File: src/rtl/fifo_rd_stream_if.sv
`default_nettype none
// ============================================================================
//  Module      : fifo_rd_stream_if
//  Description : Valid/ready output stream carried by the FIFO read stage.
//                master = producer (drives valid/data), slave = consumer.
//  Revision    : 1.0 - initial release
// ============================================================================
interface fifo_rd_stream_if #(
    parameter int DSIZE = 8
);
    logic             dout_valid;
    logic             dout_ready;
    logic [DSIZE-1:0] dout_data;

    modport master (
        output dout_valid,
        output dout_data,
        input  dout_ready
    );

    modport slave (
        input  dout_valid,
        input  dout_data,
        output dout_ready
    );
endinterface
`default_nettype wire

File: src/rtl/fifo_rd_stream.sv
`default_nettype none
// ============================================================================
//  Module      : fifo_rd_stream
//  Description : Read-side output stage of the async FIFO. Issues rinc from
//                rempty under credit control, captures the one-cycle-latency
//                RAM data into a 2-entry buffer and presents it as a
//                valid/ready stream without loss or duplication.
//  Revision    : 1.0 - initial release
// ============================================================================
module fifo_rd_stream #(
    parameter int DSIZE = 8
) (
    input  wire logic             rclk,
    input  wire logic             rrst,
    input  wire logic             rempty,
    output logic                  rinc,
    input  wire logic [DSIZE-1:0] rdata,
    fifo_rd_stream_if.master      dout,
    output logic [1:0]            ob_level
);

    typedef enum logic [1:0] {
        ST_EMPTY = 2'd0,
        ST_ONE   = 2'd1,
        ST_TWO   = 2'd2
    } state_t;

    state_t           r_state_q,    w_state_d;
    logic             r_inflight_q, w_inflight_d;
    logic [DSIZE-1:0] r_slot0_q,    w_slot0_d;
    logic [DSIZE-1:0] r_slot1_q,    w_slot1_d;

    logic             w_pop;
    logic             w_wr;
    logic [2:0]       w_credit;

    // Stream outputs come straight from the head slot and the state encoding
    assign ob_level        = logic'(1'b0) ? 2'd0 : r_state_q;
    assign dout.dout_valid = (r_state_q != ST_EMPTY);
    assign dout.dout_data  = r_slot0_q;

    assign w_pop = (r_state_q != ST_EMPTY) && dout.dout_ready;
    assign w_wr  = r_inflight_q;

    // Credit rule: words held + word in flight - word leaving, kept at 3 bits
    // so the subtraction never wraps; a read is issued only if it will fit.
    always_comb begin
        w_credit = {1'b0, r_state_q} + {2'b00, r_inflight_q} - {2'b00, w_pop};
        rinc     = !rrst && !rempty && (w_credit < 3'd2);
    end

    // Buffer next-state: shift on pop, write RAM data into the tail position
    always_comb begin
        w_state_d    = r_state_q;
        w_slot0_d    = r_slot0_q;
        w_slot1_d    = r_slot1_q;
        w_inflight_d = rinc;
        case (r_state_q)
            ST_EMPTY: begin
                if (w_wr) begin
                    w_state_d = ST_ONE;
                    w_slot0_d = rdata;
                end
            end
            ST_ONE: begin
                if (w_wr && w_pop) begin
                    w_slot0_d = rdata;
                end else if (w_wr) begin
                    w_state_d = ST_TWO;
                    w_slot1_d = rdata;
                end else if (w_pop) begin
                    w_state_d = ST_EMPTY;
                end
            end
            ST_TWO: begin
                if (w_pop) begin
                    w_slot0_d = r_slot1_q;
                    if (w_wr) begin
                        w_slot1_d = rdata;
                    end else begin
                        w_state_d = ST_ONE;
                    end
                end
            end
            default: begin
                w_state_d = ST_EMPTY;
            end
        endcase
    end

    // State register; reset discards buffered and in-flight words
    always_ff @(posedge rclk) begin
        if (rrst) begin
            r_state_q    <= ST_EMPTY;
            r_inflight_q <= 1'b0;
            r_slot0_q    <= '0;
            r_slot1_q    <= '0;
        end else begin
            r_state_q    <= w_state_d;
            r_inflight_q <= w_inflight_d;
            r_slot0_q    <= w_slot0_d;
            r_slot1_q    <= w_slot1_d;
        end
    end

`ifndef SYNTHESIS
    // A write into a full buffer with no pop would overflow; credits forbid it
    a_no_overflow : assert property (@(posedge rclk) disable iff (rrst)
        !((r_state_q == ST_TWO) && r_inflight_q && !w_pop));
`endif

endmodule
`default_nettype wire
File: src/flat_wrapper.sv
// flat-port wrapper written by rule: the top's interface ports become plain ports
module fifo_rd_stream_flat 
#(
    parameter int DSIZE = 8
)
  (rclk, rrst, rempty, rinc, rdata, ob_level, dout_dout_valid, dout_dout_data, dout_dout_ready);
  fifo_rd_stream_if #(.DSIZE(DSIZE)) dout_i ();
  input  wire logic rclk;
  input  wire logic rrst;
  input  wire logic rempty;
  output logic rinc;
  input  wire logic [DSIZE-1:0] rdata;
  output logic [1:0] ob_level;
  output wire logic [$bits(dout_i.dout_valid)-1:0] dout_dout_valid;
  output wire logic [$bits(dout_i.dout_data)-1:0] dout_dout_data;
  input wire logic [$bits(dout_i.dout_ready)-1:0] dout_dout_ready;
  assign dout_dout_valid = dout_i.dout_valid;
  assign dout_dout_data = dout_i.dout_data;
  assign dout_i.dout_ready = dout_dout_ready;
  fifo_rd_stream #(.DSIZE(DSIZE)) u_core (.rclk(rclk), .rrst(rrst), .rempty(rempty), .rinc(rinc), .rdata(rdata), .dout(dout_i), .ob_level(ob_level));
endmodule
File: config.mk
export PLATFORM = sky130hd
export DESIGN_NAME = fifo_rd_stream_flat
export DESIGN_NICKNAME = d
export VERILOG_FILES = /design/src/rtl/fifo_rd_stream_if.sv /design/src/rtl/fifo_rd_stream.sv /design/src/flat_wrapper.sv
export SDC_FILE = /design/constraint.sdc
export NUM_CORES = 1
export LEC_CHECK = 0
export ABC_AREA = 1
export CORE_MARGIN = 1.5
export CORE_UTILIZATION = 49
export DETAILED_ROUTE_END_ITERATION = 7
export PLACE_DENSITY = 0.87
export SLEW_MARGIN = 20
export SYNTH_ARGS = -nofsm -noshare
export SYNTH_HDL_FRONTEND = slang
export SYNTH_SLANG_ARGS = --single-unit
File: constraint.sdc
create_clock -name rclk -period 2.6 [get_ports rclk]
set_input_delay 0.52 -clock rclk [delete_from_list [all_inputs] [get_ports rclk]]
set_output_delay 0.52 -clock rclk [all_outputs]
set_load 0.005 [all_outputs]
* Word-level counts from Yosys, hierarchy flattened
Cells that the tools add are included.
Word-level totals: input bits 12, word-level logic and storage cells 43, output and inout bits 12, bits in registers 19
Operators by class: eq/ne operators 8, magnitude comparators 1, muxes and demuxes 15, add/sub/neg operators 2, reductions and logical operators 13
Operators by type and width (number):
- 8-bit 2-to-1 mux | 6
- 8-bit one-hot mux with 3 select lines | 1
- 8-bit one-hot mux with 2 select lines | 1
- 2-bit 2-to-1 mux | 6
- 2-bit by 1-bit != test with 1-bit output (second input constant) | 3
- 2-bit one-hot mux with 3 select lines | 1
- 5-bit AND reduction | 1
- 1-bit logical AND | 4
- 2-bit != test (second input constant) | 2
- 4-bit AND reduction | 1
- 2-bit nonzero test | 2
- 2-bit by 1-bit adder with 3-bit output | 1
- 3-bit by 2-bit < comparator with 1-bit output (second input constant) | 1
- 3-bit by 1-bit != test with 1-bit output (second input constant) | 1
- 3-bit AND reduction | 1
- 3-bit nonzero test | 1
- 3-bit by 1-bit subtractor with 3-bit output | 1
- 2-bit by 1-bit == test with 1-bit output (second input constant) | 1
- 2-bit == test (second input constant) | 1
- 1-bit logical NOT | 2
- 2-bit logical NOT | 1

* Logic depth before layout (Yosys ltp)
Gate-level depths: netlist (run 1).
depth in word-level cells 6, mapped depth 10, gate-level depth less buffers 10

* Least setup slack after synthesis (run 1)
No wires, ideal clock.
kind register -> output, start register u_core.r_state_q[1] (netlist: u_core.ob_level[1]), end output port rinc, buffers on the path 0, data required time 2.080 ns, cell stages (with the launch flop) 10, path slack 0.118 ns, arrival 1.962 ns, cell sequence dfxtp_1 inv_1 ha_1 inv_2 nand2_4 nor2_1 o21ai_0 fa_1 nand2_1 nor3_1
Between the ends: cells in the longest elaborated chain, start to end 5, elaborated cells on any way between the ends 6, those cells by class 2 x add/sub; 1 x order compare; 3 x reduce/logical
Ends and longest elaborated chain:
- start, declared | RTL line fifo_rd_stream.sv:28 | state_t r_state_q, w_state_d;
- start signal, assigned | RTL line fifo_rd_stream.sv:99 | r_state_q <= w_state_d;
- 2-bit nonzero test
- named net dout_dout_valid | RTL line flat_wrapper.sv:14 | output wire logic [$bits(dout_i.dout_valid)-1:0] dout_dout_valid;
- 1-bit logical AND | RTL line fifo_rd_stream.sv:42 | assign w_pop = (r_state_q != ST_EMPTY) && dout.dout_ready;
- 3-bit by 1-bit subtractor with 3-bit output | RTL line fifo_rd_stream.sv:48 | w_credit = {1'b0, r_state_q} + {2'b00, r_inflight_q} - {2'b00, w_pop};
- 3-bit by 2-bit < comparator with 1-bit output | RTL line fifo_rd_stream.sv:49 | rinc = !rrst && !rempty && (w_credit < 3'd2);
- 1-bit logical AND | RTL line fifo_rd_stream.sv:49
- end, declared | RTL line flat_wrapper.sv:11 | output logic rinc;
The timed path passes the listed nets, and every way through them passes these cells.

* Worst setup path after layout (run 1)
start register u_core.r_state_q[1] (netlist: u_core.ob_level[1]), end output port rinc
Between the ends: cells in the longest elaborated chain, start to end 5, elaborated cells on any way between the ends 6, those cells by class 2 x add/sub; 1 x order compare; 3 x reduce/logical
Ends and longest elaborated chain (RTL line):
- branches (longest 2 deep; another with 2-bit by 1-bit adder with 3-bit output)
- 3-bit by 1-bit subtractor with 3-bit output * | fifo_rd_stream.sv:48
- 3-bit by 2-bit < comparator with 1-bit output * | fifo_rd_stream.sv:49
- 1-bit logical AND * | fifo_rd_stream.sv:49
Mark *: on every way between the ends.

==> results of run 1 <==
[worst paths after layout]
check	start	end	cells past startpoint
hold / removal	u_core.dout.dout_data[2]	u_core.dout.dout_data[2]	2
setup / recovery	u_core.ob_level[1]	rinc	10
setup reg to reg	u_core.ob_level[1]	u_core.dout.dout_data[1]	9
hold reg to reg	u_core.dout.dout_data[2]	u_core.dout.dout_data[2]	2
[synthesized netlist by cell type]
library cell,instances,share of area
nand2_1,45,0.15
buf_6,2,0.020
nand2_4,1,0.010
o21ai_0,1,0.0045
buf_2,1,0.0045
xor2_1,1,0.0078
inv_1,14,0.047
a21oi_4,1,0.015
nand3_1,11,0.049
inv_2,3,0.010
nor2_1,34,0.11
o21a_1,8,0.054
nand4_1,1,0.0056
ha_1,4,0.045
nor3_1,2,0.0089
o21bai_1,1,0.0067
a21oi_1,8,0.036
o21ai_2,1,0.0078
dfxtp_1,19,0.34
nand3b_4,1,0.018
clkinv_1,1,0.0034
clkbuf_8,2,0.025
fa_1,1,0.018
[power breakdown]
group | internal [W] | leakage (nW) | switching, W
clock | 0.0000599 | 0.0150 | 0.0000941
combinational | 0.000384 | 0.526 | 0.000458
sequential | 0.000376 | 0.156 | 0.0000356
[sequential cells by signal (all words and copies together), names as in the netlist]
name	count
u_core.r_slot1_q	8
u_core.ob_level	2
u_core.r_inflight_q	1
u_core.dout.dout_data	8
[what timing repair did]
| item | 4_1_cts | 5_1_grt |
|---|---|---|
| pin swaps | 2 | 2 |
| gates resized for setup | 10 | 8 |
| setup endpoints to repair | 1 | 1 |
[final cells by class]
cell class / instances / area share
Inverter: 18 / 0.0482
Timing Repair Buffer: 32 / 0.201
Multi-Input combinational cell: 121 / 0.445
Sequential cell: 19 / 0.264
Clock buffer: 4 / 0.0181
Tap cell: 28 / 0.0241
[layer usage]
metal	routed length, um	global-route usage	vias to the layer above
met5	0	0	-
met4	23	0.0631	0
met3	81	0.0298	3
met2	1170	0.377	31
met1	1050	0.217	482
li1	-	-	570
[cell usage in the layout (no fill, tap or decap), types with 2 or more instances in the layout]
master	synthesis	routed
nand2_1	45	44
nor2_1	34	33
clkdlybuf4s50_1	0	21
dfxtp_1	19	17
inv_1	14	12
nand3_1	11	11
buf_4	0	9
a21oi_1	8	8
o21a_1	8	8
inv_2	3	4
ha_1	4	3
clkbuf_4	0	3
o21ai_2	1	2
dfxtp_2	0	2
[stage by stage]
| step | setup slack, ps | setup TNS [ps] | total power, W | hold slack [ps] |
|---|---|---|---|---|
| global placement | -496 | -496 | 0.00118 | 463 |
| finish | 101 | 0 | 0.00141 | 491 |
| global route | -30.7 | -30.7 | 0.00155 | 528 |
| floorplan | 118 | 0 | 0.000965 | 475 |
| detailed placement | -538 | -538 | 0.00121 | 470 |
| CTS | 2.22 | 0 | 0.00137 | 496 |
[tightest hold or removal path: stages, from the launching register on]
cell     delay, ps
dfxtp_1        340
a21oi_1         40
nor2_1          80
[kinds of logic (layout without fill, tap and decap cells)]
logic type / after synthesis / after routing / share of synthesized area
AO/OA/AOI/OAI: 20 / 20 / 0.123
adder cells (fa/ha/maj): 5 / 5 / 0.0626
buffers and inverters: 23 / 54 / 0.110
AND/OR/NAND/NOR: 95 / 95 / 0.357
XOR/XNOR: 1 / 1 / 0.00783
flip-flops: 19 / 19 / 0.340
==> flow_metrics.py, run 1 <==
metrics = {
    "synth": {
        "netlist_instances": 163,
        "synth_seq_cells": 19,
        "ys_seq_area_frac": 0.340,
        "synth_fp_nets": 180,
        "yosys_warnings": 0,
        "synthesis.area_mm2": 0.00112,
        "ys_types": 23,
        "avgSynthCellArea_um2": 6.86,
    },
    "placed_design": {
        "gp_congestion": 0.786,
        "place_hpwl_um": 1750,
        "dp_cells": 218,
        "place_area_mm2": 0.00140,
        "port_buffers": 23,
    },
    "cts": {
        "numCtsBuffers": 3,
        "cts_max_path_buffers": 2,
        "worst_skew_pair.late_latency_ps": 300,
        "htree_levels": 1,
        "cts_tree": "built",
        "postCtsSetupBuffers": 0,
        "clk_pin_slew_ps": 100,
        "cts_sinks": 19,
        "clock-root-buffer": "clkbuf_4",
        "cts_hold_buffers": 0,
    },
    "run": {
        "max_cap_viol_count": 0,
    },
    "worst_setup_path": {
        "crit_family": "adder cells",
        "worstPathArrival_ps": 1980,
        "cp-start-kind": "flop",
        "crit_slowest_cell": "fa_1",
        "critical_path.max_stage_delay_ps": 520,
        "rrSetupSlack_ps": 920,
        "end_kind": "primary output",
        "cp_cell_sequence": "inv_2, ha_4, inv_4, nand2_4, nor2_4, o21ai_2, fa_1, nand2_2, nor3_2, buf_2",
        "crit_path_max_fanout": 4,
        "critPathKind": "flop to primary output",
        "cp.buffers_inverters": 3,
        "cp.required_ps": 2080,
    },
    "cells_and_area": {
        "multi_input_area_um2": 647,
        "syn2layout_area_growth_pct": 29.9,
        "seqCellArea_um2": 383,
        "instances_no_fill": 222,
        "fillCellCount": 196,
        "final_core_util": 0.663,
        "design_area_mm2": 0.00145,
        "diodes": 0,
        "drive_gt1_frac": 0.149,
        "num-nets-final": 212,
    },
    "global_route": {
        "grt_remaining_overflow": 0,
        "grt_antenna_before_repair": 0,
        "track_usage": 0.196,
        "grt_pass1_wl_um": 3860,
        "first_global_vias": 1011,
        "grt_max_degree": 19,
    },
    "floorplan": {
        "initial_core_util": 0.511,
        "io_pins": 24,
        "die-height_um": 50.8,
        "num_rows": 17,
        "core_area_mm2": 0.00219,
        "dieArea_mm2": 0.00258,
        "die_w_um": 50.8,
    },
    "route": {
        "vias": 1086,
        "drt-total-wl_um": 2320,
        "detail_route.vias_per_cell": 4.89,
        "drt-pass1-iter-count": 4,
        "wl_per_cell_um": 10.5,
        "ant_nets": 0,
        "drtIter0Drc": 24,
        "drc": 0,
    },
    "timing": {
        "rsz0062_at_grt": "yes",
        "slew-limit-headroom": 0.617,
        "setup-violations-final": 0,
        "worst_pin_slew_ps": 574,
        "drv_slew": 0,
        "finalClockSkew_ps": 5.90,
        "hold_viol_final": 0,
        "max_freq_mhz": 400,
        "fin_crit_ps": 2500,
        "min_period_over_period": 0.961,
    },
    "power": {
        "ir_drop_uv": 639,
        "powerDensity_mw_per_mm2": 969,
        "p_leak_nw": 0.698,
    },
    "hold_path": {
        "hold_class": "flop to flop",
    },
    "outcome": {
        "status": "complete, no violations",
    },
}
No activity file was read; power rests on OpenSTA's default activity.
==> run 2: changes to the inputs <==
--- a/config.mk
+++ b/config.mk
@@ -9,7 +9,7 @@
 export CORE_MARGIN = 1.5
 export CORE_UTILIZATION = 49
 export DETAILED_ROUTE_END_ITERATION = 7
-export PLACE_DENSITY = 0.87
+export PLACE_DENSITY = 0.77
 export SLEW_MARGIN = 20
 export SYNTH_ARGS = -nofsm -noshare
 export SYNTH_HDL_FRONTEND = slang
==> run 2 against run 1 <==
Via count up 0.37%; power up 1.1%; combinational power up 2.7%; fmax down 0.91%; first-iteration DRC count down 58%; routed wire length up 4.7%; cell count up 0.45%; largest cell class unchanged; largest power group unchanged; highest routed layer unchanged.
==> flow_metrics.py, run 2 (synthesis gave the netlist of run 1 again) <==
metrics = {
    "outcome": {
        "status": "complete, no violations",
    },
    "floorplan": {
        "initial_core_util": 0.511,
        "core_area_mm2": 0.00219,
        "io_pins": 24,
        "die_w_um": 50.8,
        "dieArea_mm2": 0.00258,
        "num_rows": 17,
        "die-height_um": 50.8,
    },
    "worst_setup_path": {
        "r2r_cells": 9,
        "critPathLaunch": "u_core.ob_level[1]",
        "crit_cells": 10,
        "critPathKind": "flop to primary output",
        "cp-start-kind": "flop",
        "cp.buffers_inverters": 3,
        "crit_family": "adder cells",
        "crit_path_max_fanout": 3,
        "cp_cell_sequence": "inv_2, ha_4, buf_6, nor2_4, nor2_2, o21ai_2, fa_1, nand2_2, nor3_2, buf_2",
        "critical_path.max_stage_delay_ps": 510,
        "end_kind": "primary output",
        "cp.required_ps": 2080,
        "worstPathArrival_ps": 2000,
        "rrSetupSlack_ps": 900,
        "crit_end": "rinc",
        "reg2reg_to": "u_core.dout.dout_data[7]",
        "crit_slowest_cell": "fa_1",
        "r2r-start": "u_core.ob_level[1]",
    },
    "route": {
        "ant_nets": 0,
        "drt-pass1-iter-count": 4,
        "detail_route.vias_per_cell": 4.89,
        "drc": 0,
        "drt-total-wl_um": 2430,
        "drtIter0Drc": 10,
        "wl_per_cell_um": 10.9,
        "vias": 1090,
    },
    "cts": {
        "clock-root-buffer": "clkbuf_4",
        "cts_hold_buffers": 0,
        "worst_skew_pair.late_latency_ps": 290,
        "postCtsSetupBuffers": 0,
        "cts_tree": "built",
        "clk_pin_slew_ps": 100,
        "numCtsBuffers": 3,
        "cts_max_path_buffers": 2,
        "htree_levels": 1,
        "cts_sinks": 19,
    },
    "timing": {
        "rsz0062_at_grt": "yes",
        "fin_crit_ps": 2520,
        "setup-violations-final": 0,
        "fin_setup_tns_ps": 0,
        "slew-limit-headroom": 0.593,
        "worst_pin_slew_ps": 610,
        "min_period_over_period": 0.970,
        "timing.hold.ws_ps": 490,
        "finalClockSkew_ps": 7.98,
        "drv_slew": 0,
        "hold_viol_final": 0,
        "max_freq_mhz": 397,
    },
    "global_route": {
        "grt_max_degree": 19,
        "grt_remaining_overflow": 0,
        "grt_pass1_wl_um": 4090,
        "grt_antenna_before_repair": 0,
        "track_usage": 0.212,
        "first_global_vias": 1049,
    },
    "hold_path": {
        "hold_class": "flop to flop",
    },
    "power": {
        "powerDensity_mw_per_mm2": 967,
        "ir_drop_uv": 613,
        "p_total_w": 0.00142,
        "p_leak_nw": 0.704,
    },
    "cells_and_area": {
        "instances_no_fill": 223,
        "seqCellArea_um2": 383,
        "diodes": 0,
        "drive_gt1_frac": 0.164,
        "syn2layout_area_growth_pct": 31.5,
        "num-nets-final": 213,
        "final_cell_mix": "nand2_1, nor2_1, clkdlybuf4s50_1, dfxtp_1, inv_1",
        "fillCellCount": 193,
        "layout_commonest_cell": "nand2_1",
        "multi_input_area_um2": 657,
    },
    "placed_design": {
        "dp_cells": 219,
        "port_buffers": 23,
        "gp_congestion": 0.870,
        "place_hpwl_um": 1810,
    },
    "run": {
        "max_cap_viol_count": 0,
    },
}
run 2: power breakdown:
group          total, W  internal, W  switching, W
sequential     0.000410     0.000376     0.0000342
combinational  0.000865     0.000398      0.000468
clock          0.000148    0.0000597     0.0000883
run 2: worst min path at each step:
stage,startpoint,end,slack (ps),cells after the start
after global routing,u_core.dout.dout_data[1],u_core.dout.dout_data[1],520,2
after CTS,u_core.dout.dout_data[3],u_core.dout.dout_data[3],490,2
final,u_core.dout.dout_data[1],u_core.dout.dout_data[1],490,2
after global placement,u_core.dout.dout_data[4],u_core.dout.dout_data[4],460,2
after detailed placement,u_core.dout.dout_data[2],u_core.dout.dout_data[2],470,2
after floorplan,u_core.dout.dout_data[0],u_core.dout.dout_data[0],480,2
run 2: routing by layer:
layer | GRT usage | up-vias | wire length [um]
li1 | - | 577 | -
met1 | 0.224 | 485 | 1040
met2 | 0.399 | 22 | 1270
met3 | 0.0298 | 6 | 71
met4 | 0.113 | 0 | 48
met5 | 0 | - | 0
run 2: what timing repair did:
| item | 4_1_cts | 5_1_grt |
|---|---|---|
| resized for setup | 11 | 10 |
| endpoints found under the setup margin | 1 | 1 |
| pin swaps | 0 | 3 |
run 2: through the flow:
step                      utilization  setup WS [ps]  area [um^2]
final                           0.672           78.0         1470
after global routing            0.672          -69.0         1470
after CTS                       0.657           4.13         1440
after detailed placement        0.641           -596         1400
after global placement          0.641           -494         1400
after floorplan                     -            118         1120
run 2: cell type report:
type,instances,share of cell area
clock buffers,4,0.0179
inverters,18,0.0459
multi-input cells,121,0.446
well taps,28,0.0238
flip-flops and latches,19,0.260
repair buffers,33,0.206
run 2: worst min-delay path: cells and delay by family (launching register included):
family             cells  cell delay, ps
AOI/OAI and AO/OA      1              40
DFF                    1             340
and+or+nand+nor        1              80
